==> config.mk <==
export PLATFORM = sky130hd
export DESIGN_NAME = id_ex_pipe_reg_flat
export DESIGN_NICKNAME = d
export VERILOG_FILES = /design/src/rtl/id_ex_pipe_reg_if.sv /design/src/rtl/id_ex_pipe_reg.sv /design/src/flat_wrapper.sv
export SDC_FILE = /design/constraint.sdc
export NUM_CORES = 1
export LEC_CHECK = 0
export ABC_AREA = 1
export BUFFER_PORTS_ARGS = -buffer_cell sky130_fd_sc_hd__buf_2
export CORE_ASPECT_RATIO = 0.9
export CORE_MARGIN = 5
export CORE_UTILIZATION = 45
export CTS_CLUSTER_SIZE = 12
export DETAILED_ROUTE_END_ITERATION = 12
export GPL_TIMING_DRIVEN = 0
export PLACE_DENSITY_LB_ADDON = 0.05
export SETUP_SLACK_MARGIN = 0.2
export SKIP_CTS_REPAIR_TIMING = 1
export SLEW_MARGIN = 20
export SYNTH_ARGS = -nofsm -noshare
export SYNTH_HDL_FRONTEND = slang
export SYNTH_SLANG_ARGS = --single-unit
==> constraint.sdc <==
create_clock -name clk -period 6.2 [get_ports clk]
set_input_delay 1.24 -clock clk [delete_from_list [all_inputs] [get_ports clk]]
set_output_delay 1.24 -clock clk [all_outputs]
set_load 0.02 [all_outputs]
==> src/rtl/id_ex_pipe_reg_if.sv <==
// rtl/id_ex_pipe_reg_if.sv - ID/EX stage bundle: control, decoded ID fields and registered EX copies.
// master drives the ID side and observes EX; slave is the pipeline register itself.
interface id_ex_pipe_reg_if #(
  parameter int DATA_W     = 32,
  parameter int REG_ADDR_W = 5
);
  logic                  stall;
  logic                  flush;
  logic                  id_valid;
  logic                  id_regdst;
  logic                  id_branch;
  logic                  id_memtoreg;
  logic                  id_alusrc;
  logic                  id_regwrite;
  logic [1:0]            id_jump;
  logic [1:0]            id_aluop;
  logic [1:0]            id_memread;
  logic [1:0]            id_memwrite;
  logic [DATA_W-1:0]     id_pc4;
  logic [DATA_W-1:0]     id_rdata1;
  logic [DATA_W-1:0]     id_rdata2;
  logic [DATA_W-1:0]     id_imm;
  logic [REG_ADDR_W-1:0] id_rs;
  logic [REG_ADDR_W-1:0] id_rt;
  logic [REG_ADDR_W-1:0] id_rd;

  logic                  ex_valid;
  logic                  ex_regdst;
  logic                  ex_branch;
  logic                  ex_memtoreg;
  logic                  ex_alusrc;
  logic                  ex_regwrite;
  logic [1:0]            ex_jump;
  logic [1:0]            ex_aluop;
  logic [1:0]            ex_memread;
  logic [1:0]            ex_memwrite;
  logic [DATA_W-1:0]     ex_pc4;
  logic [DATA_W-1:0]     ex_rdata1;
  logic [DATA_W-1:0]     ex_rdata2;
  logic [DATA_W-1:0]     ex_imm;
  logic [REG_ADDR_W-1:0] ex_rs;
  logic [REG_ADDR_W-1:0] ex_rt;
  logic [REG_ADDR_W-1:0] ex_rd;
  logic                  load_use_stall;

  modport master (
    output stall, flush, id_valid, id_regdst, id_branch, id_memtoreg, id_alusrc, id_regwrite,
           id_jump, id_aluop, id_memread, id_memwrite, id_pc4, id_rdata1, id_rdata2, id_imm,
           id_rs, id_rt, id_rd,
    input  ex_valid, ex_regdst, ex_branch, ex_memtoreg, ex_alusrc, ex_regwrite,
           ex_jump, ex_aluop, ex_memread, ex_memwrite, ex_pc4, ex_rdata1, ex_rdata2, ex_imm,
           ex_rs, ex_rt, ex_rd, load_use_stall
  );

  modport slave (
    input  stall, flush, id_valid, id_regdst, id_branch, id_memtoreg, id_alusrc, id_regwrite,
           id_jump, id_aluop, id_memread, id_memwrite, id_pc4, id_rdata1, id_rdata2, id_imm,
           id_rs, id_rt, id_rd,
    output ex_valid, ex_regdst, ex_branch, ex_memtoreg, ex_alusrc, ex_regwrite,
           ex_jump, ex_aluop, ex_memread, ex_memwrite, ex_pc4, ex_rdata1, ex_rdata2, ex_imm,
           ex_rs, ex_rt, ex_rd, load_use_stall
  );
endinterface

==> src/rtl/id_ex_pipe_reg.sv <==
// rtl/id_ex_pipe_reg.sv - ID/EX pipeline register with stall, flush and decoder-output sanitising.
// Define ID_EX_LOAD_USE_DETECT_EN to include the load-use hazard detector.
module id_ex_pipe_reg #(
  parameter int DATA_W     = 32,
  parameter int REG_ADDR_W = 5
) (
  input  logic               clk,
  input  logic               reset,
  id_ex_pipe_reg_if.slave    bus
);

  typedef struct packed {
    logic                  valid;
    logic                  regdst;
    logic                  branch;
    logic                  memtoreg;
    logic                  alusrc;
    logic                  regwrite;
    logic [1:0]            jump;
    logic [1:0]            aluop;
    logic [1:0]            memread;
    logic [1:0]            memwrite;
    logic [DATA_W-1:0]     pc4;
    logic [DATA_W-1:0]     rdata1;
    logic [DATA_W-1:0]     rdata2;
    logic [DATA_W-1:0]     imm;
    logic [REG_ADDR_W-1:0] rs;
    logic [REG_ADDR_W-1:0] rt;
    logic [REG_ADDR_W-1:0] rd;
  } stage_t;

  stage_t q;
  stage_t d;
  stage_t load;
  logic   hazard;

  // Don't-care decoder outputs are forced to 0 so EX never sees stale or X control.
  always_comb begin
    load          = '0;
    load.valid    = 1'b1;
    load.regwrite = bus.id_regwrite;
    load.regdst   = bus.id_regwrite & bus.id_regdst;
    load.memtoreg = bus.id_regwrite & bus.id_memtoreg;
    load.branch   = bus.id_branch;
    load.jump     = bus.id_jump;
    load.aluop    = (bus.id_jump != 2'b00) ? 2'b00 : bus.id_aluop;
    load.alusrc   = (bus.id_jump != 2'b00) ? 1'b0  : bus.id_alusrc;
    load.memread  = bus.id_memread;
    load.memwrite = bus.id_memwrite;
    load.pc4      = bus.id_pc4;
    load.rdata1   = bus.id_rdata1;
    load.rdata2   = bus.id_rdata2;
    load.imm      = bus.id_imm;
    load.rs       = bus.id_rs;
    load.rt       = bus.id_rt;
    load.rd       = bus.id_rd;
  end

`ifdef ID_EX_LOAD_USE_DETECT_EN
  // A load in EX whose destination feeds the ID instruction cannot forward in time.
  assign hazard = q.valid & (q.memread != 2'b00) & q.regwrite & (q.rt != '0) &
                  ((q.rt == bus.id_rs) |
                   ((q.rt == bus.id_rt) & (~bus.id_alusrc | (bus.id_memwrite != 2'b00)))) &
                  bus.id_valid;
  assign bus.load_use_stall = hazard & ~reset;
`else
  assign hazard             = 1'b0;
  assign bus.load_use_stall = 1'b0;
`endif

  always_comb begin
    d = q;
    if (bus.flush) begin
      d = '0;
    end else if (bus.stall) begin
      d = q;
    end else if (hazard || !bus.id_valid) begin
      d = '0;
    end else begin
      d = load;
    end
  end

  always_ff @(posedge clk or posedge reset) begin
    if (reset) begin
      q <= '0;
    end else begin
      q <= d;
    end
  end

  assign bus.ex_valid    = q.valid;
  assign bus.ex_regdst   = q.regdst;
  assign bus.ex_branch   = q.branch;
  assign bus.ex_memtoreg = q.memtoreg;
  assign bus.ex_alusrc   = q.alusrc;
  assign bus.ex_regwrite = q.regwrite;
  assign bus.ex_jump     = q.jump;
  assign bus.ex_aluop    = q.aluop;
  assign bus.ex_memread  = q.memread;
  assign bus.ex_memwrite = q.memwrite;
  assign bus.ex_pc4      = q.pc4;
  assign bus.ex_rdata1   = q.rdata1;
  assign bus.ex_rdata2   = q.rdata2;
  assign bus.ex_imm      = q.imm;
  assign bus.ex_rs       = q.rs;
  assign bus.ex_rt       = q.rt;
  assign bus.ex_rd       = q.rd;

endmodule

==> src/flat_wrapper.sv <==
// flat-port wrapper written by rule: the top's interface ports become plain ports
module id_ex_pipe_reg_flat 
#(
  parameter int DATA_W     = 32,
  parameter int REG_ADDR_W = 5
)
  (clk, reset, bus_stall, bus_flush, bus_id_valid, bus_id_regdst, bus_id_branch, bus_id_memtoreg, bus_id_alusrc, bus_id_regwrite, bus_id_jump, bus_id_aluop, bus_id_memread, bus_id_memwrite, bus_id_pc4, bus_id_rdata1, bus_id_rdata2, bus_id_imm, bus_id_rs, bus_id_rt, bus_id_rd, bus_ex_valid, bus_ex_regdst, bus_ex_branch, bus_ex_memtoreg, bus_ex_alusrc, bus_ex_regwrite, bus_ex_jump, bus_ex_aluop, bus_ex_memread, bus_ex_memwrite, bus_ex_pc4, bus_ex_rdata1, bus_ex_rdata2, bus_ex_imm, bus_ex_rs, bus_ex_rt, bus_ex_rd, bus_load_use_stall);
  id_ex_pipe_reg_if #(.DATA_W(DATA_W), .REG_ADDR_W(REG_ADDR_W)) bus_i ();
  input  logic clk;
  input  logic reset;
  input wire logic [$bits(bus_i.stall)-1:0] bus_stall;
  input wire logic [$bits(bus_i.flush)-1:0] bus_flush;
  input wire logic [$bits(bus_i.id_valid)-1:0] bus_id_valid;
  input wire logic [$bits(bus_i.id_regdst)-1:0] bus_id_regdst;
  input wire logic [$bits(bus_i.id_branch)-1:0] bus_id_branch;
  input wire logic [$bits(bus_i.id_memtoreg)-1:0] bus_id_memtoreg;
  input wire logic [$bits(bus_i.id_alusrc)-1:0] bus_id_alusrc;
  input wire logic [$bits(bus_i.id_regwrite)-1:0] bus_id_regwrite;
  input wire logic [$bits(bus_i.id_jump)-1:0] bus_id_jump;
  input wire logic [$bits(bus_i.id_aluop)-1:0] bus_id_aluop;
  input wire logic [$bits(bus_i.id_memread)-1:0] bus_id_memread;
  input wire logic [$bits(bus_i.id_memwrite)-1:0] bus_id_memwrite;
  input wire logic [$bits(bus_i.id_pc4)-1:0] bus_id_pc4;
  input wire logic [$bits(bus_i.id_rdata1)-1:0] bus_id_rdata1;
  input wire logic [$bits(bus_i.id_rdata2)-1:0] bus_id_rdata2;
  input wire logic [$bits(bus_i.id_imm)-1:0] bus_id_imm;
  input wire logic [$bits(bus_i.id_rs)-1:0] bus_id_rs;
  input wire logic [$bits(bus_i.id_rt)-1:0] bus_id_rt;
  input wire logic [$bits(bus_i.id_rd)-1:0] bus_id_rd;
  output wire logic [$bits(bus_i.ex_valid)-1:0] bus_ex_valid;
  output wire logic [$bits(bus_i.ex_regdst)-1:0] bus_ex_regdst;
  output wire logic [$bits(bus_i.ex_branch)-1:0] bus_ex_branch;
  output wire logic [$bits(bus_i.ex_memtoreg)-1:0] bus_ex_memtoreg;
  output wire logic [$bits(bus_i.ex_alusrc)-1:0] bus_ex_alusrc;
  output wire logic [$bits(bus_i.ex_regwrite)-1:0] bus_ex_regwrite;
  output wire logic [$bits(bus_i.ex_jump)-1:0] bus_ex_jump;
  output wire logic [$bits(bus_i.ex_aluop)-1:0] bus_ex_aluop;
  output wire logic [$bits(bus_i.ex_memread)-1:0] bus_ex_memread;
  output wire logic [$bits(bus_i.ex_memwrite)-1:0] bus_ex_memwrite;
  output wire logic [$bits(bus_i.ex_pc4)-1:0] bus_ex_pc4;
  output wire logic [$bits(bus_i.ex_rdata1)-1:0] bus_ex_rdata1;
  output wire logic [$bits(bus_i.ex_rdata2)-1:0] bus_ex_rdata2;
  output wire logic [$bits(bus_i.ex_imm)-1:0] bus_ex_imm;
  output wire logic [$bits(bus_i.ex_rs)-1:0] bus_ex_rs;
  output wire logic [$bits(bus_i.ex_rt)-1:0] bus_ex_rt;
  output wire logic [$bits(bus_i.ex_rd)-1:0] bus_ex_rd;
  output wire logic [$bits(bus_i.load_use_stall)-1:0] bus_load_use_stall;
  assign bus_i.stall = bus_stall;
  assign bus_i.flush = bus_flush;
  assign bus_i.id_valid = bus_id_valid;
  assign bus_i.id_regdst = bus_id_regdst;
  assign bus_i.id_branch = bus_id_branch;
  assign bus_i.id_memtoreg = bus_id_memtoreg;
  assign bus_i.id_alusrc = bus_id_alusrc;
  assign bus_i.id_regwrite = bus_id_regwrite;
  assign bus_i.id_jump = bus_id_jump;
  assign bus_i.id_aluop = bus_id_aluop;
  assign bus_i.id_memread = bus_id_memread;
  assign bus_i.id_memwrite = bus_id_memwrite;
  assign bus_i.id_pc4 = bus_id_pc4;
  assign bus_i.id_rdata1 = bus_id_rdata1;
  assign bus_i.id_rdata2 = bus_id_rdata2;
  assign bus_i.id_imm = bus_id_imm;
  assign bus_i.id_rs = bus_id_rs;
  assign bus_i.id_rt = bus_id_rt;
  assign bus_i.id_rd = bus_id_rd;
  assign bus_ex_valid = bus_i.ex_valid;
  assign bus_ex_regdst = bus_i.ex_regdst;
  assign bus_ex_branch = bus_i.ex_branch;
  assign bus_ex_memtoreg = bus_i.ex_memtoreg;
  assign bus_ex_alusrc = bus_i.ex_alusrc;
  assign bus_ex_regwrite = bus_i.ex_regwrite;
  assign bus_ex_jump = bus_i.ex_jump;
  assign bus_ex_aluop = bus_i.ex_aluop;
  assign bus_ex_memread = bus_i.ex_memread;
  assign bus_ex_memwrite = bus_i.ex_memwrite;
  assign bus_ex_pc4 = bus_i.ex_pc4;
  assign bus_ex_rdata1 = bus_i.ex_rdata1;
  assign bus_ex_rdata2 = bus_i.ex_rdata2;
  assign bus_ex_imm = bus_i.ex_imm;
  assign bus_ex_rs = bus_i.ex_rs;
  assign bus_ex_rt = bus_i.ex_rt;
  assign bus_ex_rd = bus_i.ex_rd;
  assign bus_load_use_stall = bus_i.load_use_stall;
  id_ex_pipe_reg #(.DATA_W(DATA_W), .REG_ADDR_W(REG_ADDR_W)) u_core (.clk(clk), .reset(reset), .bus(bus_i));
endmodule
**After elaboration in Yosys (flattened, before gate mapping)**

Index checks and enable logic that the tools add are counted.

- Register bits: 157
- Bits in latches: 0
- RAM bits: 0
- ROM bits: 0
- Bits of input ports: 161
- Output and inout port bits: 158
- Logic and storage cells: 26
- Memories: 0

- Add/sub/neg operators: 0
- $mul: 0
- Div/mod/pow operators: 0
- $lt $le $gt $ge: 0
- Eq/ne operators: 1
- Shifts and indexed selects: 0
- Muxes and demuxes: 5
- Bitwise operators: 2
- Reduce and logical (&&, ||, !) cells: 1

Operators with widths:

| operator | number |
|---|---|
| $mux W157 | 3 |
| $and A1 B1 Y1 | 2 |
| $mux W2 | 1 |
| $ne A2 B1 Y1 const B | 1 |
| $reduce_bool A2 Y1 | 1 |
| $mux W1 | 1 |

**Depth between registers and ports, before layout**

Gate-level depths: netlist of run 1.

- Depth in word-level cells: 5
- Gate-level depth with buffers: 7
- Gate-level depth less buffers: 5

**Least setup slack after synthesis of run 1**

OpenSTA, ideal clock, no wires.

- Kind: input to register
- Start point: in bus_flush
- End point: reg u_core.q, in the netlist u_core.bus.ex_imm[0]
- Arrival: 1.977 ns
- Data required time: 6.135 ns
- Path slack: 4.158 ns
- Stages on the path: 7
- Path through: inv_2 -> nand2_1 -> nor2_2 -> buf_4 -> buf_2 -> nand2_1 -> nand2_1

- Word-level cells in the longest chain between the ends: 1
- Elaborated cells on any way between the ends: 2

RTL lines:

| element | RTL line | source |
|---|---|---|
| start: declaration | flat_wrapper.sv:12 | `input wire logic [$bits(bus_i.flush)-1:0] bus_flush;` |
| $ne A2 B1 Y1 (no line) or $mux W157 (tied branches) | - |  |
| end signal: assignment | id_ex_pipe_reg.sv:86 | `q <= '0;` |
| end signal: assignment | id_ex_pipe_reg.sv:88 | `q <= d;` |
| end: declaration | id_ex_pipe_reg.sv:32 | `stage_t q;` |

Several ways; a longest one is shown, not always the timed one.
A chain may end at the register's enable or synchronous reset.

**Worst setup path after layout of run 1**

- Start point: reg u_core.q, in the netlist u_core.bus.ex_pc4[8]
- End point: out bus_ex_pc4[8]

RTL lines:

| element | RTL line | source |
|---|---|---|
| end: declaration | flat_wrapper.sv:40 | `output wire logic [$bits(bus_i.ex_pc4)-1:0] bus_ex_pc4;` |

No word-level cell between the ends.

==> results of run 1 <==
-- worst max path at each step --
stage	slack (ns)	depth (start not counted)	to
2_1_floorplan	0.73	1	u_core.bus.ex_aluop[0]$_DFFE_PP0P_
3_5_place_dp	3.58	8	u_core.bus.ex_rdata2[29]$_DFFE_PP0P_
4_1_cts	3.96	1	bus_ex_rdata1[11]
6_report	3.99	1	bus_ex_pc4[8]
5_1_grt	3.94	1	bus_ex_memread[0]
3_3_place_gp	-1.05	2	u_core.bus.ex_pc4[25]$_DFFE_PP0P_
-- flip-flops by register name, summed over array words and instances (netlist names) --
| register | cells |
|---|---|
| u_core.bus.ex_imm | 32 |
| u_core.bus.ex_pc4 | 32 |
| u_core.bus.ex_rdata1 | 32 |
| u_core.bus.ex_rdata2 | 32 |
| u_core.bus.ex_rd | 5 |
| u_core.bus.ex_rs | 5 |
| u_core.bus.ex_rt | 5 |
| u_core.bus.ex_aluop | 2 |
| u_core.bus.ex_jump | 2 |
| u_core.bus.ex_memread | 2 |
| u_core.bus.ex_memwrite | 2 |
| u_core.bus.ex_alusrc | 1 |
| u_core.bus.ex_branch | 1 |
| u_core.bus.ex_memtoreg | 1 |
| u_core.bus.ex_regdst | 1 |
| u_core.bus.ex_regwrite | 1 |
| u_core.bus.ex_valid | 1 |
-- final cells by class --
type	count	area share, %
Antenna cell	2	0.0600
Buffer	34	2.09
Clock buffer	21	5.52
Clock inverter	9	1.14
Inverter	9	0.495
Multi-Input combinational cell	481	21.8
Sequential cell	157	47.1
Tap cell	164	2.46
Timing Repair Buffer	318	19.4
-- power groups by stage --
| stage | clock (mW) | combinational (mW) | sequential [mW] |
|---|---|---|---|
| floorplan | 0 | 0.0721 | 1.15 |
| global placement | 0 | 0.241 | 1.10 |
| finish | 0.984 | 0.240 | 1.08 |
| global route | 1.05 | 0.267 | 1.09 |
| CTS | 1.00 | 0.246 | 1.08 |
| detailed placement | 0 | 0.245 | 1.10 |
-- kinds of logic after synthesis --
logic type / synth area share (%)
AOI/OAI and AO/OA: 0.168
buffers and inverters: 3.49
and+or+nand+nor: 30.3
DFF: 66.0
other: 0.0630
-- layer usage --
layer,routed length (um),global-route usage (%),vias up
met3,1620,8.90,30
met4,448,9.94,2
met1,7320,28.1,2467
li1,-,-,2714
met5,12,0,-
met2,8760,37.3,223
-- cells in the final DEF, fill, tap and decap left out, drive strengths merged --
master	netlist	layout
diode	0	2
dfrtp	157	157
nor2	7	7
nand3	3	3
clkinv	0	7
o21ai	2	2
bufinv	0	2
conb	1	1
buf	27	345
inv	9	9
clkbuf	7	28
nand2	468	468
-- metrics by stage --
stage                     area (um2)  hold slack [ns]  power (mW)
after floorplan                 5950            0.582        1.22
after global placement          7740            0.452        1.34
after detailed placement        7780            0.459        1.34
after CTS                       8330            0.474        2.33
after global routing            8340            0.486        2.40
final                           8340            0.471        2.31
==> impl_results.md, run 1 <==
* Slew @ Worst Pin at ~0.58 ns
* Initial core utilization at a little under half
* Global Route Usage Sum at 23.2%
* Pre-CTS setup slack at 3.58 ns
* # DRC at 0
* Chip Height at approximately 120 um
* Share of layout cells above drive strength 1 at 36.5%
* Max Cap Viol at 0
* Largest net degree at the start of global routing at 83
* Antenna-violating nets left at 0
* Drt total wl at 18200 um
* Hold path start: u_core.bus.ex_imm[16]$_DFFE_PP0P_
* Worst path max stage delay at 0.39 ns
* # rows at 39
* Area of the multi-input gates at 1810 um2
* Vias in the first global route at 5373
* Worst EP required at 4.96 ns
* R2R Setup Slk at 5.55 ns
* Initial drt markers at 393
* Combinational fraction of design power at roughly a tenth
* Element type at the critical path end: primary output
* Max Transition Viols Final at 0
* Synth area leader: dfrtp_1
* Seq/Total Area, Yosys at between 60% and 70%
* CTS Buf Count at 17
* Peak supply drop at 0.172 mV
* CTS Sinks at between 150 and 200
* Layout overhead on the synthesized area at 40.1%
* Fin cells at ~1.2k
* Final worst setup slack at 3.99 ns
* RSZ-0062 raised after global routing: no
* Initial antenna violation count at 3
* Slowest-stage cell, CP: dfrtp_1
* Synthesized net count at 842
* Crit path kind: reg -> out
* Routed wire per std cell at 15.2 um
* Net switching power figure at 0.554 mW
* Post-synth top flop: dfrtp_1
* CP Data Arrival Time at ~0.97 ns
* Worst r2r src: u_core.bus.ex_jump[0]$_DFFE_PP0P_
* Mapped Cells at between 600 and 700
* Synth top area share at 66.0%
* Syn. warnings at 0
* Ys async rst share at 100%
* Util after Layout at 65.0%
* Final Cycle Share at around 36%
* Post-synth EDFFs at 0
* Buffer and inverter count on the worst path at 1
* CP delay by family, top: flip-flops
* Drt pass-1 iters at 4
* Worst R2R Path Depth at 2
* Clock transition at the registers of the reported paths at approximately 0.06 ns
* CP max FO at 2
* IO Port Bufs at 317
* Global route overflow at 0
* DR vias at 5436
* Fin Setup TNS at 0 ns
* Power share of the clock group at between 40% and 50%
* First-pass GRT wire length at 28700 um
* Core ar. at 12800 um2
* Endpoints failing setup at 0
* Fillers at 1179
* Synth Register Bits at 157
* Most frequent cell after synthesis: nand2_1
* Max Clock Skew at 0 ns
* Synth Area per Inst at 8.74 um2
* Vias per std cell at 4.55
* Net Sw Frac at between 20% and 30%
* Width of the chip at 131 um
* Nets at 1179
* I/O pin count at roughly 320
* Hold EP: u_core.bus.ex_imm[16]$_DFFE_PP0P_
* Placed Cells at between 1k and 1.5k
* Final worst path period need at 2.21 ns
* Hold Path Stages at 2
* Synth top area cells: dfrtp_1 (66%), nand2_1 (30%), buf_2 (1.9%)
* Pleak at 5.40 nW
* Final HPWL DP at about 14000 um
* CTS H-tree depth at 4
* Fmax achieved at 452 MHz
* CTS Buffer Depth at 2
* Full die area at between 15000 and 20000 um2
* CP Cell Sequence: buf_2
* Clock root buffer: clkbuf_16
* Synth cell count leaders: nand2_1 (468), dfrtp_1 (157), buf_2 (22), inv_1 (8), clkbuf_1 (7)
* FF+latch area at 3930 um2
* Run status: completed
* Netlist cell types at 12
* Clk_lat worst skew at 0.41 ns
* CP Launch Point: u_core.bus.ex_pc4[8]$_DFFE_PP0P_
* CTS tree: yes
* Gp weighted congestion at around 0.81
* CP Launch Type: flop
* Worst min path class: reg -> reg
* Register share of total power at 46.9%
* Normalized max-slew margin at 61.2%
* Reg2Reg Capture Point: u_core.bus.ex_jump[0]$_DFFE_PP0P_
* PwrDens at 277 nW/um2
* Int Pwr at 1.75 mW
* Final Hold Viols at 0
* Post-Syn Area at 5950 um2
Note: power is estimated with default switching activity, not from simulation.
==> inputs of run 2 (changes only) <==
==> constraint.sdc (replaced) <==
create_clock -name clk -period 2.28 [get_ports clk]
set_input_delay 0.456 -clock clk [delete_from_list [all_inputs] [get_ports clk]]
set_output_delay 0.456 -clock clk [all_outputs]
set_load 0.02 [all_outputs]
==> run 2 against run 1 <==
Final area increased by 1.9%. Hold slack got worse by 0.42 ns. Cell count increased by 0.42%. Die area unchanged. Combinational power increased to 2.8 times the previous value. Largest power group is now the clock network. Critical endpoint is now bus_ex_rdata1[11]. Clock power increased to 3.1 times the previous value. Count of clock-buffer cells in the layout decreased by 2. Clock skew unchanged. Sequential share of layout area decreased by 0.87 points.
==> impl_results.md, run 2 (synthesized netlist as in run 1, its figures left out) <==
* Final Hold Viols at 0
* Max Cap Viol at 0
* R2R Setup Slk at 1.64 ns
* Share of layout cells above drive strength 1 at 37.0%
* Vias per std cell at 4.54
* PwrDens at 784 nW/um2
* Worst r2r src: u_core.bus.ex_rdata1[11]$_DFFE_PP0P_
* Crit path kind: reg -> out
* RSZ-0062 raised after global routing: no
* CP Cell Sequence: buf_2
* Worst hold slack at about 0.052 ns
* CP Launch Point: u_core.bus.ex_rdata1[11]$_DFFE_PP0P_
* Fin cells at 1200
* Fmax achieved at 689 MHz
* Fin Setup TNS at 0 ns
* DR vias at approximately 5.4k
* Nets at approximately 1.2k
* CTS tree: yes
* CTS H-tree depth at 4
* Clk_lat worst skew at approximately 0.42 ns
* Combinational fraction of design power at between 10 and 15%
* CP Data Arrival Time at 1.00 ns
* Final worst path period need at 1.45 ns
* CTS Sinks at 157
* Pwr Total at between 6 and 7 mW
* I/O pin count at 319
* Initial drt markers at approximately 240
* Clock root buffer: clkbuf_16
* Crit. path cell count at 1
* Worst path max stage delay at 0.41 ns
* Global route overflow at 0
* Final worst setup slack at 0.828 ns
* Max Clock Skew at 0 ns
* Drt total wl at 18600 um
* Commonest cells after routing, fill and taps aside: nand2_1 (468), buf_2 (339), dfrtp_1 (157)
* Routed wire per std cell at 15.5 um
* Global Route Usage Sum at 24.0%
* Clock transition at the registers of the reported paths at 0.06 ns
* Max Transition Viols Final at 0
* Initial antenna violation count at 2
* Chip Height at 119 um
* Core ar. at ~13000 um2
* Pleak at 5.46 nW
* Util after Layout at 66.2%
* Element type at the critical path end: primary output
* Worst Setup EP: bus_ex_rdata1[11]
* Worst R2R Path Depth at 2
* Register share of total power at 44.2%
* Worst min path class: in -> async
* Reg2Reg Capture Point: u_core.bus.ex_rdata1[11]$_DFFE_PP0P_
* Slowest-stage cell, CP: dfrtp_1
* Full die area at 15600 um2
* CP delay by family, top: flip-flops
* CP max FO at 2
* CTS Buffer Depth at 2
* Largest net degree at the start of global routing at 35
* Gp weighted congestion at 0.795
* Placement Cell Area at 7850 um2
* Drt pass-1 iters at 4
* CTS Buf Count at 17
* Final Cycle Share at 63.7%
* # rows at 39
* Endpoints failing setup at 0
* Final non-filler cell area at 8490 um2
* Net Sw Frac at 23.5%
* Pre-CTS setup slack at 0.443 ns
* # DRC at 0
* Placed Cells at 1167
* Worst EP required at 1.82 ns
* Commonest non-fill, non-tap cell in the layout: nand2_1
* Antenna-violating nets left at 0
* Final HPWL DP at 14400 um
* Int Pwr at 5.09 mW
* Buffer and inverter count on the worst path at 1
* Vias in the first global route at 5609
* First-pass GRT wire length at 29700 um
* Power share of the clock group at 45.8%
* IO Port Bufs at 317
* Initial core utilization at 46.4%
* Layout overhead on the synthesized area at 42.7%
* Width of the chip at roughly 130 um
* Net switching power figure at 1.57 mW
* Peak supply drop at 0.492 mV
* Run status: completed
* CP Launch Type: flop
## run 2: worst min path at each step
stage / startpoint / endpoint / slack [ns] / cells after the start
2_1_floorplan: bus_id_branch / u_core.bus.ex_branch$_DFFE_PP0P_ / 0.57 / 2
3_3_place_gp: u_core.bus.ex_valid$_DFFE_PP0P_ / u_core.bus.ex_valid$_DFFE_PP0P_ / 0.45 / 2
3_5_place_dp: u_core.bus.ex_valid$_DFFE_PP0P_ / u_core.bus.ex_valid$_DFFE_PP0P_ / 0.45 / 2
4_1_cts: reset / u_core.bus.ex_imm[15]$_DFFE_PP0P_ / 0.05 / 2
5_1_grt: reset / u_core.bus.ex_imm[18]$_DFFE_PP0P_ / 0.06 / 2
6_report: reset / u_core.bus.ex_imm[15]$_DFFE_PP0P_ / 0.05 / 2
## run 2: power by group through the flow
stage               Clock (mW)  Combinational, mW  Sequential, mW
global placement             0              0.656            2.99
floorplan                    0              0.197            3.12
global route              3.24              0.744            2.95
detailed placement           0              0.685            2.99
CTS                       3.10              0.686            2.94
finish                    3.05              0.671            2.94
## run 2: cell type report
| type | instances | area, um2 |
|---|---|---|
| Buffer | 34 | 174 |
| Inverter | 9 | 37.5 |
| Timing Repair Buffer | 322 | 1690 |
| Sequential cell | 157 | 3930 |
| Fill cell | 1151 | 4340 |
| Clock buffer | 19 | 443 |
| Tap cell | 164 | 205 |
| Multi-Input combinational cell | 481 | 1810 |
| Clock inverter | 13 | 195 |
| Antenna cell | 1 | 2.50 |
## run 2: metal layers
layer	wire (um)	track usage (%)	part of all wire (%)	vias up
met3	1720	9.32	9.2	34
met4	546	9.03	2.9	2
met1	7140	28.3	38	2473
met2	9180	40.0	49	224
met5	13	0	0.070	-
li1	-	-	-	2714
==> inputs of run 3 (changes only) <==
--- a/config.mk
+++ b/config.mk
@@ -9,7 +9,7 @@
 export BUFFER_PORTS_ARGS = -buffer_cell sky130_fd_sc_hd__buf_2
 export CORE_ASPECT_RATIO = 0.9
 export CORE_MARGIN = 5
-export CORE_UTILIZATION = 45
+export CORE_UTILIZATION = 40
 export CTS_CLUSTER_SIZE = 12
 export DETAILED_ROUTE_END_ITERATION = 12
 export GPL_TIMING_DRIVEN = 0
==> constraint.sdc (replaced) <==
create_clock -name clk -period 1.2 [get_ports clk]
set_input_delay 0.24 -clock clk [delete_from_list [all_inputs] [get_ports clk]]
set_output_delay 0.24 -clock clk [all_outputs]
set_load 0.02 [all_outputs]
==> run 3 against run 2 <==
The run now ends with hold timing, setup timing left. Die area rose by 11%. Sequential share of layout area down 6.9 points. Wire length is 5.3% higher. Sequential power up 92%. Setup slack lost 0.85 ns. Non-clock buffer count rose by 63. Utilization increased by 1.9 points. Clock power up 63%. First-iteration DRC count is 7.0% higher. Largest cell class unchanged.
==> impl_results.md, run 3 (synthesized netlist as in run 1, its figures left out) <==
* Run status: complete, but fails checks
* Failing checks: hold timing, setup timing
* Crit path kind: reg -> out
* Worst min path class: in -> async
* Routed wire per std cell at approximately 15 um
* Int Pwr at 9.02 mW
* IO Port Bufs at 317
* Final worst path period need at 1.22 ns
* Crit. path cell count at 1
* Full die area at 17400 um2
* # DRC at 0
* Buffer and inverter count on the worst path at 1
* Area of the multi-input gates at 1830 um2
* # rows at 42
* Max Clock Skew at 0 ns
* Endpoints failing setup at 44
* CP Launch Type: flop
* Max Transition Viols Final at 0
* Power share of the clock group at 40.6%
* CP Data Arrival Time at approximately 1 ns
* Core ar. at 14700 um2
* Net Sw Frac at 26.4%
* Final worst setup slack at -0.0205 ns
* Worst path max stage delay at a little over 0.4 ns
* Commonest non-fill, non-tap cell in the layout: nand2_1
* Worst EP required at 0.96 ns
* CP Cell Sequence: buf_6
* CTS Sinks at 157
* Initial antenna violation count at 2
* Fillers at ~1.2k
* Chip Height at 126 um
* Clock root buffer: clkbuf_16
* Global Route Usage Sum at between 20% and 30%
* CTS Buffer Depth at 2
* Commonest cells after routing, fill and taps aside: nand2_1 (468), buf_2 (173), buf_6 (158)
* CTS H-tree depth at 4
* Vias in the first global route at 5297
* DR vias at 5779
* CP max FO at 2
* Element type at the critical path end: primary output
* Nets at 1246
* Clock transition at the registers of the reported paths at 0.07 ns
* CTS Buf Count at 17
* Final HPWL DP at 14000 um
* Pleak at 5.87 nW
* First-pass GRT wire length at 28500 um
* Pre-CTS setup slack at -0.337 ns
* Final Hold Viols at 18
* Pwr Total at 12.3 mW
* Drt pass-1 iters at 5
* Worst hold slack at -0.163 ns
* Initial drt markers at 259
* Register share of total power at between 40% and 50%
* Gp weighted congestion at 0.834
* Vias per std cell at 4.45
* Share of layout cells above drive strength 1 at between 40% and 50%
* CTS tree: yes
* Net switching power figure at 3.23 mW
* Largest net degree at the start of global routing at 34
* PwrDens at about 1200 nW/um2
* Layout overhead on the synthesized area at 67.8%
* Combinational fraction of design power at 13.4%
* Slowest-stage cell, CP: dfrtp_1
* Final Cycle Share at 102%
* FF+latch area at 3930 um2
* Drt total wl at slightly below 20000 um
* Peak supply drop at approximately 0.96 mV
* Worst R2R Path Depth at 3
* Max Cap Viol at 0
* Fmax achieved at 819 MHz
* Global route overflow at 0
* RSZ-0062 raised after global routing: yes
* Width of the chip at 139 um
* Antenna-violating nets left at 0
* Clk_lat worst skew at 0.42 ns
* CP delay by family, top: flip-flops
* I/O pin count at about 320
* Initial core utilization at 40.6%
-- run 3: cell types whose count changed in the layout (fill, tap and decap cells not counted), moves of 3 or more --
cell,before,now
buf_6,0,158
buf_4,5,62
clkbuf_2,0,5
buf_2,339,173
clkinv_2,6,1
inv_6,0,4
clkinv_4,0,4
clkinvlp_4,3,6
clkbuf_1,8,2
dlygate4sd3_1,0,11
bufinv_16,5,0
-- run 3: power by group through the flow --
| stage | logic [mW] | registers [mW] | clock network, mW |
|---|---|---|---|
| final | 1.65 | 5.64 | 4.97 |
| after global placement | 1.26 | 5.68 | 0 |
| after global routing | 1.80 | 5.65 | 5.34 |
| after detailed placement | 1.30 | 5.68 | 0 |
| after floorplan | 0.379 | 5.93 | 0 |
| after CTS | 1.30 | 5.59 | 5.10 |
-- run 3: stage by stage --
stage               instances  setup TNS [ns]  hold WS [ns]  util (%)  area, um2
global route             1297           -4.94        -0.148      68.1       9980
CTS                      1233           -4.75        -0.172      57.7       8460
finish                   1298          -0.224        -0.163      68.1       9990
detailed placement       1201          -43.06         0.288      53.9       7910
floorplan                 681         -161.22         0.350         -       5970
global placement         1196         -367.07         0.434      53.2       7810
-- run 3: path summary, 6_finish.rpt --
kind	from	to	slack, ns
worst max-delay path	u_core.bus.ex_pc4[9]$_DFFE_PP0P_	bus_ex_pc4[9]	-0.02
worst min-delay path	reset	u_core.bus.ex_imm[3]$_DFFE_PP0P_	-0.16
worst max register to register	u_core.bus.ex_rdata2[16]$_DFFE_PP0P_	u_core.bus.ex_rdata2[16]$_DFFE_PP0P_	0.42
worst min register to register	u_core.bus.ex_rd[3]$_DFFE_PP0P_	u_core.bus.ex_rd[3]$_DFFE_PP0P_	0.50
max in group asynchronous	reset	u_core.bus.ex_rd[1]$_DFFE_PP0P_	0.42
min in group clk	bus_id_pc4[7]	u_core.bus.ex_pc4[7]$_DFFE_PP0P_	0
-- run 3: final cells by class --
cell class	instances	share of cell area, %
clock inverter	14	1.13
clock buffer	18	4.40
tap	198	2.48
inverter	9	0.376
multi-input combinational	481	18.3
sequential	157	39.3
buffer	34	2.07
antenna	2	0.0501
timing repair buffer	385	31.9
-- run 3: routing by layer --
metal | vias up | wire length [um] | part of all wire, % | global-route usage, %
met5 | - | 11 | 0.056 | 0
met4 | 2 | 622 | 3.2 | 9.18
met3 | 45 | 1720 | 8.8 | 7.70
met2 | 229 | 9740 | 50 | 33.4
met1 | 2659 | 7490 | 38 | 25.8
li1 | 2844 | - | - | -
